--- src/rtl/shift_right_seq_pkg.sv ---
// Shared constants, op encodings and FSM states for the sequential right shifter.
package shift_right_seq_pkg;

  localparam int WIDTH  = 16;
  localparam int STAGES = 4;
  localparam int K_W    = $clog2(STAGES);

  typedef enum logic [1:0] {
    OP_SRL = 2'b00,
    OP_SRA = 2'b01,
    OP_ROR = 2'b10,
    OP_RSV = 2'b11
  } op_e;

  typedef enum logic [1:0] {
    ST_IDLE  = 2'b00,
    ST_SHIFT = 2'b01,
    ST_DONE  = 2'b10
  } state_e;

endpackage

--- src/rtl/shift_right_seq_if.sv ---
// Request/result bundle between the execute stage and the sequential shifter.
interface shift_right_seq_if;
  import shift_right_seq_pkg::*;

  logic             start;
  logic [WIDTH-1:0] In;
  logic [STAGES-1:0] Cnt;
  logic [1:0]       Op;
  logic [WIDTH-1:0] Out;
  logic             busy;
  logic             done;
  logic             err;

  modport master (
    output start, In, Cnt, Op,
    input  Out, busy, done, err
  );

  modport slave (
    input  start, In, Cnt, Op,
    output Out, busy, done, err
  );

endinterface

--- src/rtl/shift_right_stage.sv ---
// One combinational right-shift stage of fixed power-of-two amount.
module shift_right_stage
  import shift_right_seq_pkg::*;
#(
    parameter int AMOUNT = 1
) (
    input  logic [WIDTH-1:0] data_i,
    input  logic             en_i,
    input  op_e              op_i,
    input  logic             fill_i,
    output logic [WIDTH-1:0] data_o
);

    always_comb begin
        data_o = data_i;
        if (en_i) begin
            case (op_i)
                OP_SRL:  data_o = {{AMOUNT{1'b0}}, data_i[WIDTH-1:AMOUNT]};
                OP_SRA:  data_o = {{AMOUNT{fill_i}}, data_i[WIDTH-1:AMOUNT]};
                OP_ROR:  data_o = {data_i[AMOUNT-1:0], data_i[WIDTH-1:AMOUNT]};
                default: data_o = data_i;
            endcase
        end
    end

endmodule

--- src/rtl/shift_right_seq.sv ---
// Sequential 16-bit right shifter/rotator: one power-of-two stage per cycle,
// result registered on the last stage and flagged with a one-cycle done pulse.
module shift_right_seq
  import shift_right_seq_pkg::*;
(
    input  logic               clk,
    input  logic               rst,
    shift_right_seq_if.slave   bus
);

    localparam logic [K_W-1:0] K_LAST = K_W'(STAGES - 1);

    state_e             state_q, state_d;
    logic [K_W-1:0]     k_q, k_d;
    logic [WIDTH-1:0]   work_q, work_d;
    logic [STAGES-1:0]  cnt_q, cnt_d;
    op_e                op_q, op_d;
    logic               fill_q, fill_d;
    logic [WIDTH-1:0]   out_q, out_d;

    logic [WIDTH-1:0]   stage_out [STAGES];
    logic [WIDTH-1:0]   stage_sel;

    // All four stages see the working register; k picks which one is live.
    for (genvar g = 0; g < STAGES; g++) begin : g_stage
        shift_right_stage #(.AMOUNT(1 << g)) u_stage (
            .data_i (work_q),
            .en_i   (cnt_q[g] && (op_q != OP_RSV)),
            .op_i   (op_q),
            .fill_i (fill_q),
            .data_o (stage_out[g])
        );
    end

    assign stage_sel = stage_out[k_q];

    // NOTE: every register, including the datapath holding registers, is
    // cleared so an aborted operation leaves no stale operand behind.
    always_ff @(posedge clk or posedge rst) begin
        if (rst) begin
            state_q <= ST_IDLE;
            k_q     <= '0;
            work_q  <= '0;
            cnt_q   <= '0;
            op_q    <= OP_SRL;
            fill_q  <= 1'b0;
            out_q   <= '0;
        end else begin
            state_q <= state_d;
            k_q     <= k_d;
            work_q  <= work_d;
            cnt_q   <= cnt_d;
            op_q    <= op_d;
            fill_q  <= fill_d;
            out_q   <= out_d;
        end
    end

    // NOTE: defaults first so every path assigns every next-state value (no latches).
    always_comb begin
        state_d = state_q;
        k_d     = k_q;
        work_d  = work_q;
        cnt_d   = cnt_q;
        op_d    = op_q;
        fill_d  = fill_q;
        out_d   = out_q;

        case (state_q)
            ST_IDLE, ST_DONE: begin
                if (bus.start) begin
                    work_d  = bus.In;
                    cnt_d   = bus.Cnt;
                    op_d    = op_e'(bus.Op);
                    fill_d  = bus.In[WIDTH-1];
                    k_d     = '0;
                    state_d = ST_SHIFT;
                end else begin
                    state_d = ST_IDLE;
                end
            end
            ST_SHIFT: begin
                work_d = stage_sel;
                k_d    = k_q + K_W'(1);
                if (k_q == K_LAST) begin
                    out_d   = (op_q == OP_RSV) ? '0 : stage_sel;
                    state_d = ST_DONE;
                end
            end
            default: state_d = ST_IDLE;
        endcase
    end

    assign bus.Out  = out_q;
    assign bus.busy = (state_q == ST_SHIFT);
    assign bus.done = (state_q == ST_DONE);
    assign bus.err  = (state_q == ST_DONE) && (op_q == OP_RSV);

endmodule

--- src/flat_wrapper.sv ---
// flat-port wrapper written by rule: the top's interface ports become plain ports
module shift_right_seq_flat import shift_right_seq_pkg::*;
  (clk, rst, bus_start, bus_In, bus_Cnt, bus_Op, bus_Out, bus_busy, bus_done, bus_err);
  shift_right_seq_if bus_i ();
  input  logic clk;
  input  logic rst;
  input wire logic [$bits(bus_i.start)-1:0] bus_start;
  input wire logic [$bits(bus_i.In)-1:0] bus_In;
  input wire logic [$bits(bus_i.Cnt)-1:0] bus_Cnt;
  input wire logic [$bits(bus_i.Op)-1:0] bus_Op;
  output wire logic [$bits(bus_i.Out)-1:0] bus_Out;
  output wire logic [$bits(bus_i.busy)-1:0] bus_busy;
  output wire logic [$bits(bus_i.done)-1:0] bus_done;
  output wire logic [$bits(bus_i.err)-1:0] bus_err;
  assign bus_i.start = bus_start;
  assign bus_i.In = bus_In;
  assign bus_i.Cnt = bus_Cnt;
  assign bus_i.Op = bus_Op;
  assign bus_Out = bus_i.Out;
  assign bus_busy = bus_i.busy;
  assign bus_done = bus_i.done;
  assign bus_err = bus_i.err;
  shift_right_seq u_core (.clk(clk), .rst(rst), .bus(bus_i));
endmodule
--- config.mk ---
export PLATFORM = sky130hd
export DESIGN_NAME = shift_right_seq_flat
export DESIGN_NICKNAME = d
export VERILOG_FILES = /design/src/rtl/shift_right_seq_pkg.sv /design/src/rtl/shift_right_seq_if.sv /design/src/rtl/shift_right_stage.sv /design/src/rtl/shift_right_seq.sv /design/src/flat_wrapper.sv
export SDC_FILE = /design/constraint.sdc
export NUM_CORES = 1
export LEC_CHECK = 0
export CAP_MARGIN = 20
export CORE_ASPECT_RATIO = 2
export CORE_MARGIN = 2
export CORE_UTILIZATION = 45
export DETAILED_ROUTE_END_ITERATION = 12
export MAX_ROUTING_LAYER = met4
export PLACE_DENSITY_LB_ADDON = 0.3
export SLEW_MARGIN = 20
export SYNTH_ARGS = -nofsm -noshare
export SYNTH_HDL_FRONTEND = slang
export SYNTH_SLANG_ARGS = --single-unit
--- constraint.sdc ---
create_clock -name clk -period 2 [get_ports clk]
set_input_delay 0.4 -clock clk [delete_from_list [all_inputs] [get_ports clk]]
set_output_delay 0.4 -clock clk [all_outputs]
set_load 0.01 [all_outputs]
==> flow_summary_export.csv <==
group,metric,value,unit
run_status,status,"finished, final reports clean",
place,dp_hpwl,6020,µm
synthesis,yosysTopAreaCell,"dfrtp_1",
synthesis,synth_top_area_frac,0.383,
sta,finClkSkew,7.52,ps
grt,grt_antenna_before_repair,0,
critical_path,cp-start-kind,"flip-flop",
finish,finalNetCount,356,
finish,ff_latch_area,1080,µm²
floorplan,ioPinCount,44,
place,port-buffer-count,43,
critical_path,end_kind,"flip-flop",
finish,fillers,550,
place,gp_congestion,0.902,
critical_path,cp_max_fo,11,
sta,setup_viol,0,
sta,fin_crit_sh,0.972,
sta,final_max_slew_viol_count,0,
power,seqPwrFrac,0.280,
route,drtIter0Drc,167,
grt,grt.total_usage,0.267,
place,pre_cts_ws,-142,ps
route,drtAntennaViolNets,0,
cts,postCtsHoldBufs,0,
floorplan,rows,40,
route,wire_per_inst,20.9,µm
floorplan,die_h,116,µm
finish,utilization,0.585,
power,swShare,0.449,
floorplan,start_util,0.468,
critical_path,critPathKind,"reg -> reg",
power,leakagePower,1.52,nW
synthesis,syn_inst,289,
power,clkPwrFrac,0.112,
synthesis,synth_xor_area_frac,0,
synthesis,synth_area,2810,µm²
finish,drive_gt1_frac,0.166,
route,drtPass1Iterations,5,
sta,tightest_slew,675,ps
cts,clk_pin_slew,70,ps
synthesis,synth-simple-area-share,0.0859,
grt,grt_start_max_net_pins,44,
cts,clockRootBuffer,"clkbuf_16",
critical_path,required,2220,ps
floorplan,design.core.area,6010,µm²
sta,fin_crit,1940,ps
synthesis,yosysUniqueCellTypes,45,
critical_path,cp.arrival,2160,ps
synthesis,synth.area.mux_share,0.174,
synthesis,yosys_most_used_dff,"dfrtp_1",
synthesis,ys_top_cells_by_area,"dfrtp_1 38%, mux2i_1 8.5%, mux4_2 5.6%, o21ai_1 5.0%, a22oi_1 4.8%",
floorplan,die_w,59.9,µm
sta,fmax,0.514,GHz
route,viasPerCell,6.48,
synthesis,syn_nets,315,
floorplan,dieArea,6930,µm²
cts,cts_buffers,5,
power,total_power,7.22,mW
sta,rsz0062_at_grt,"false",
cts,clockBufferDepth,2,
route,vias,2553,
power,p_int,3.98,mW
grt,grt_pass1_wl,13300,µm
cts,cts.sinks,43,
sta,slew_headroom,0.550,
synthesis,synth_edf_count,0,
finish,diodes,0,
power,power_per_cell_area,2060,nW/µm²
route,drc,0,
cts,worstSkewPairLatency,290,ps
finish,multiInputGateArea,1560,µm²
power,p_sw,3.24,mW
sta,hold_violations,0,
hold_path,worstHoldPathType,"reg -> reg",
cts,cts_tree,"yes",
synthesis,synth_top_family_by_area,"compound AO/OA/AOI/OAI gates",
grt,grt_pass1_vias,2590,
route,routed_wirelength,8230,µm
cts,htree_levels,2,
power,combPwrFrac,0.608,
sta,hold_ws,481,ps
run,drv_cap,0,
synthesis,syn_avg_cell_area,9.72,µm²
finish,areaGrowthSynthToFinish,25.0,%
finish,final_cell_mix,"41 x clkdlybuf4s50_1, 41 x dfrtp_1, 28 x o21ai_1",
synthesis,synth_compound_area_frac,0.288,
synthesis,ys_ff_latch,43,
sta,worst_slack,55.9,ps
grt,overflow,0,
synthesis,seq_area_frac_synth,0.383,
synthesis,yosysWarnings,0,
power,vdd_ir_drop_max,0.980,mV
synthesis,async_reset_ff_frac,1.00,
synthesis,synth-adder-area-share,0.00445,
-- area by class of cell --
| type | count | area share |
|---|---|---|
| clock buffer | 6 | 0.0367 |
| multi-input combinational | 207 | 0.445 |
| timing repair buffer | 67 | 0.179 |
| clock inverter | 2 | 0.00356 |
| sequential | 43 | 0.307 |
| inverter | 6 | 0.00641 |
| tap | 63 | 0.0224 |
-- cells in the mapped netlist, types with 4 or more instances --
| library cell | n |
|---|---|
| o21ai_1 | 28 |
| nand2_1 | 26 |
| nor2b_1 | 6 |
| buf_2 | 5 |
| inv_1 | 6 |
| mux2i_1 | 24 |
| a22o_1 | 7 |
| o21ai_0 | 8 |
| clkbuf_1 | 19 |
| a222oi_1 | 4 |
| a21o_1 | 7 |
| a21oi_1 | 8 |
| mux4_2 | 7 |
| buf_4 | 4 |
| a211oi_1 | 4 |
| a22oi_1 | 18 |
| a31oi_1 | 4 |
| mux2_2 | 7 |
| a32oi_1 | 5 |
| dfrtp_1 | 43 |
| nor2_1 | 9 |
-- worst max-delay path, stage by stage (launching register included) --
cell	delay, ps
dfrtp_2	400
buf_4	180
a21boi_1	260
buf_4	260
mux2i_1	90
mux4_2	530
a21oi_1	160
-- through the flow --
stage | std cells | setup TNS [ps] | instance area [µm²]
after floorplan | 289 | 0 | 2810
after global placement | 384 | -1110 | 3340
after detailed placement | 384 | -1340 | 3340
after CTS | 393 | 0 | 3490
after global routing | 394 | 0 | 3510
final | 394 | 0 | 3510
-- power groups by stage --
stage	clock (mW)	sequential [mW]	combinational, mW
3_5_place_dp	0	2.03	4.28
5_1_grt	0.850	2.07	4.81
6_report	0.810	2.02	4.39
3_3_place_gp	0	2.03	4.20
4_1_cts	0.824	2.00	4.36
2_1_floorplan	0	1.63	3.23
-- logic make-up after synthesis --
group | Yosys count
buffers and inverters | 39
DFF | 43
and+or+nand+nor | 52
adders and majority gates | 1
AOI/OAI and AO/OA | 115
muxes | 39
-- state kept, by name, summed over array words and instances, names as in the netlist --
register	flops
u_core.work_q	16
u_core.k_q	2
u_core.cnt_q	4
u_core.bus.Out	16
u_core.fill_q	1
u_core.state_q	2
u_core.op_q	2
-- routing by layer --
metal | up-vias | share of wire | global-route usage | wire, µm
met2 | 115 | 0.54 | 0.442 | 4400
met5 | - | 0 | - | 0
met1 | 1239 | 0.37 | 0.311 | 3020
met4 | 0 | 0.039 | 0.142 | 322
li1 | 1175 | - | - | -
met3 | 24 | 0.058 | 0.0234 | 479
-- path summary, 6_finish.rpt --
| kind | startpoint | end | slack, ps | cells after the start |
|---|---|---|---|---|
| max | u_core.op_q[1] | u_core.work_q[7] | 60 | 6 |
| min | u_core.bus.Out[1] | u_core.bus.Out[1] | 480 | 2 |
| max reg2reg | u_core.op_q[1] | u_core.work_q[7] | 60 | 6 |
| min reg2reg | u_core.bus.Out[1] | u_core.bus.Out[1] | 480 | 2 |
| max in group asynchronous | rst | u_core.op_q[1] | 1030 | 3 |
| min in group asynchronous | rst | u_core.bus.Out[6] | 560 | 3 |
-- what timing repair did --
action                                  4_1_cts  5_1_grt
endpoints found under the setup margin        3       10
buffers inserted                              1        1
resized for setup                             5        5
(Power assumes the default switching activity.)
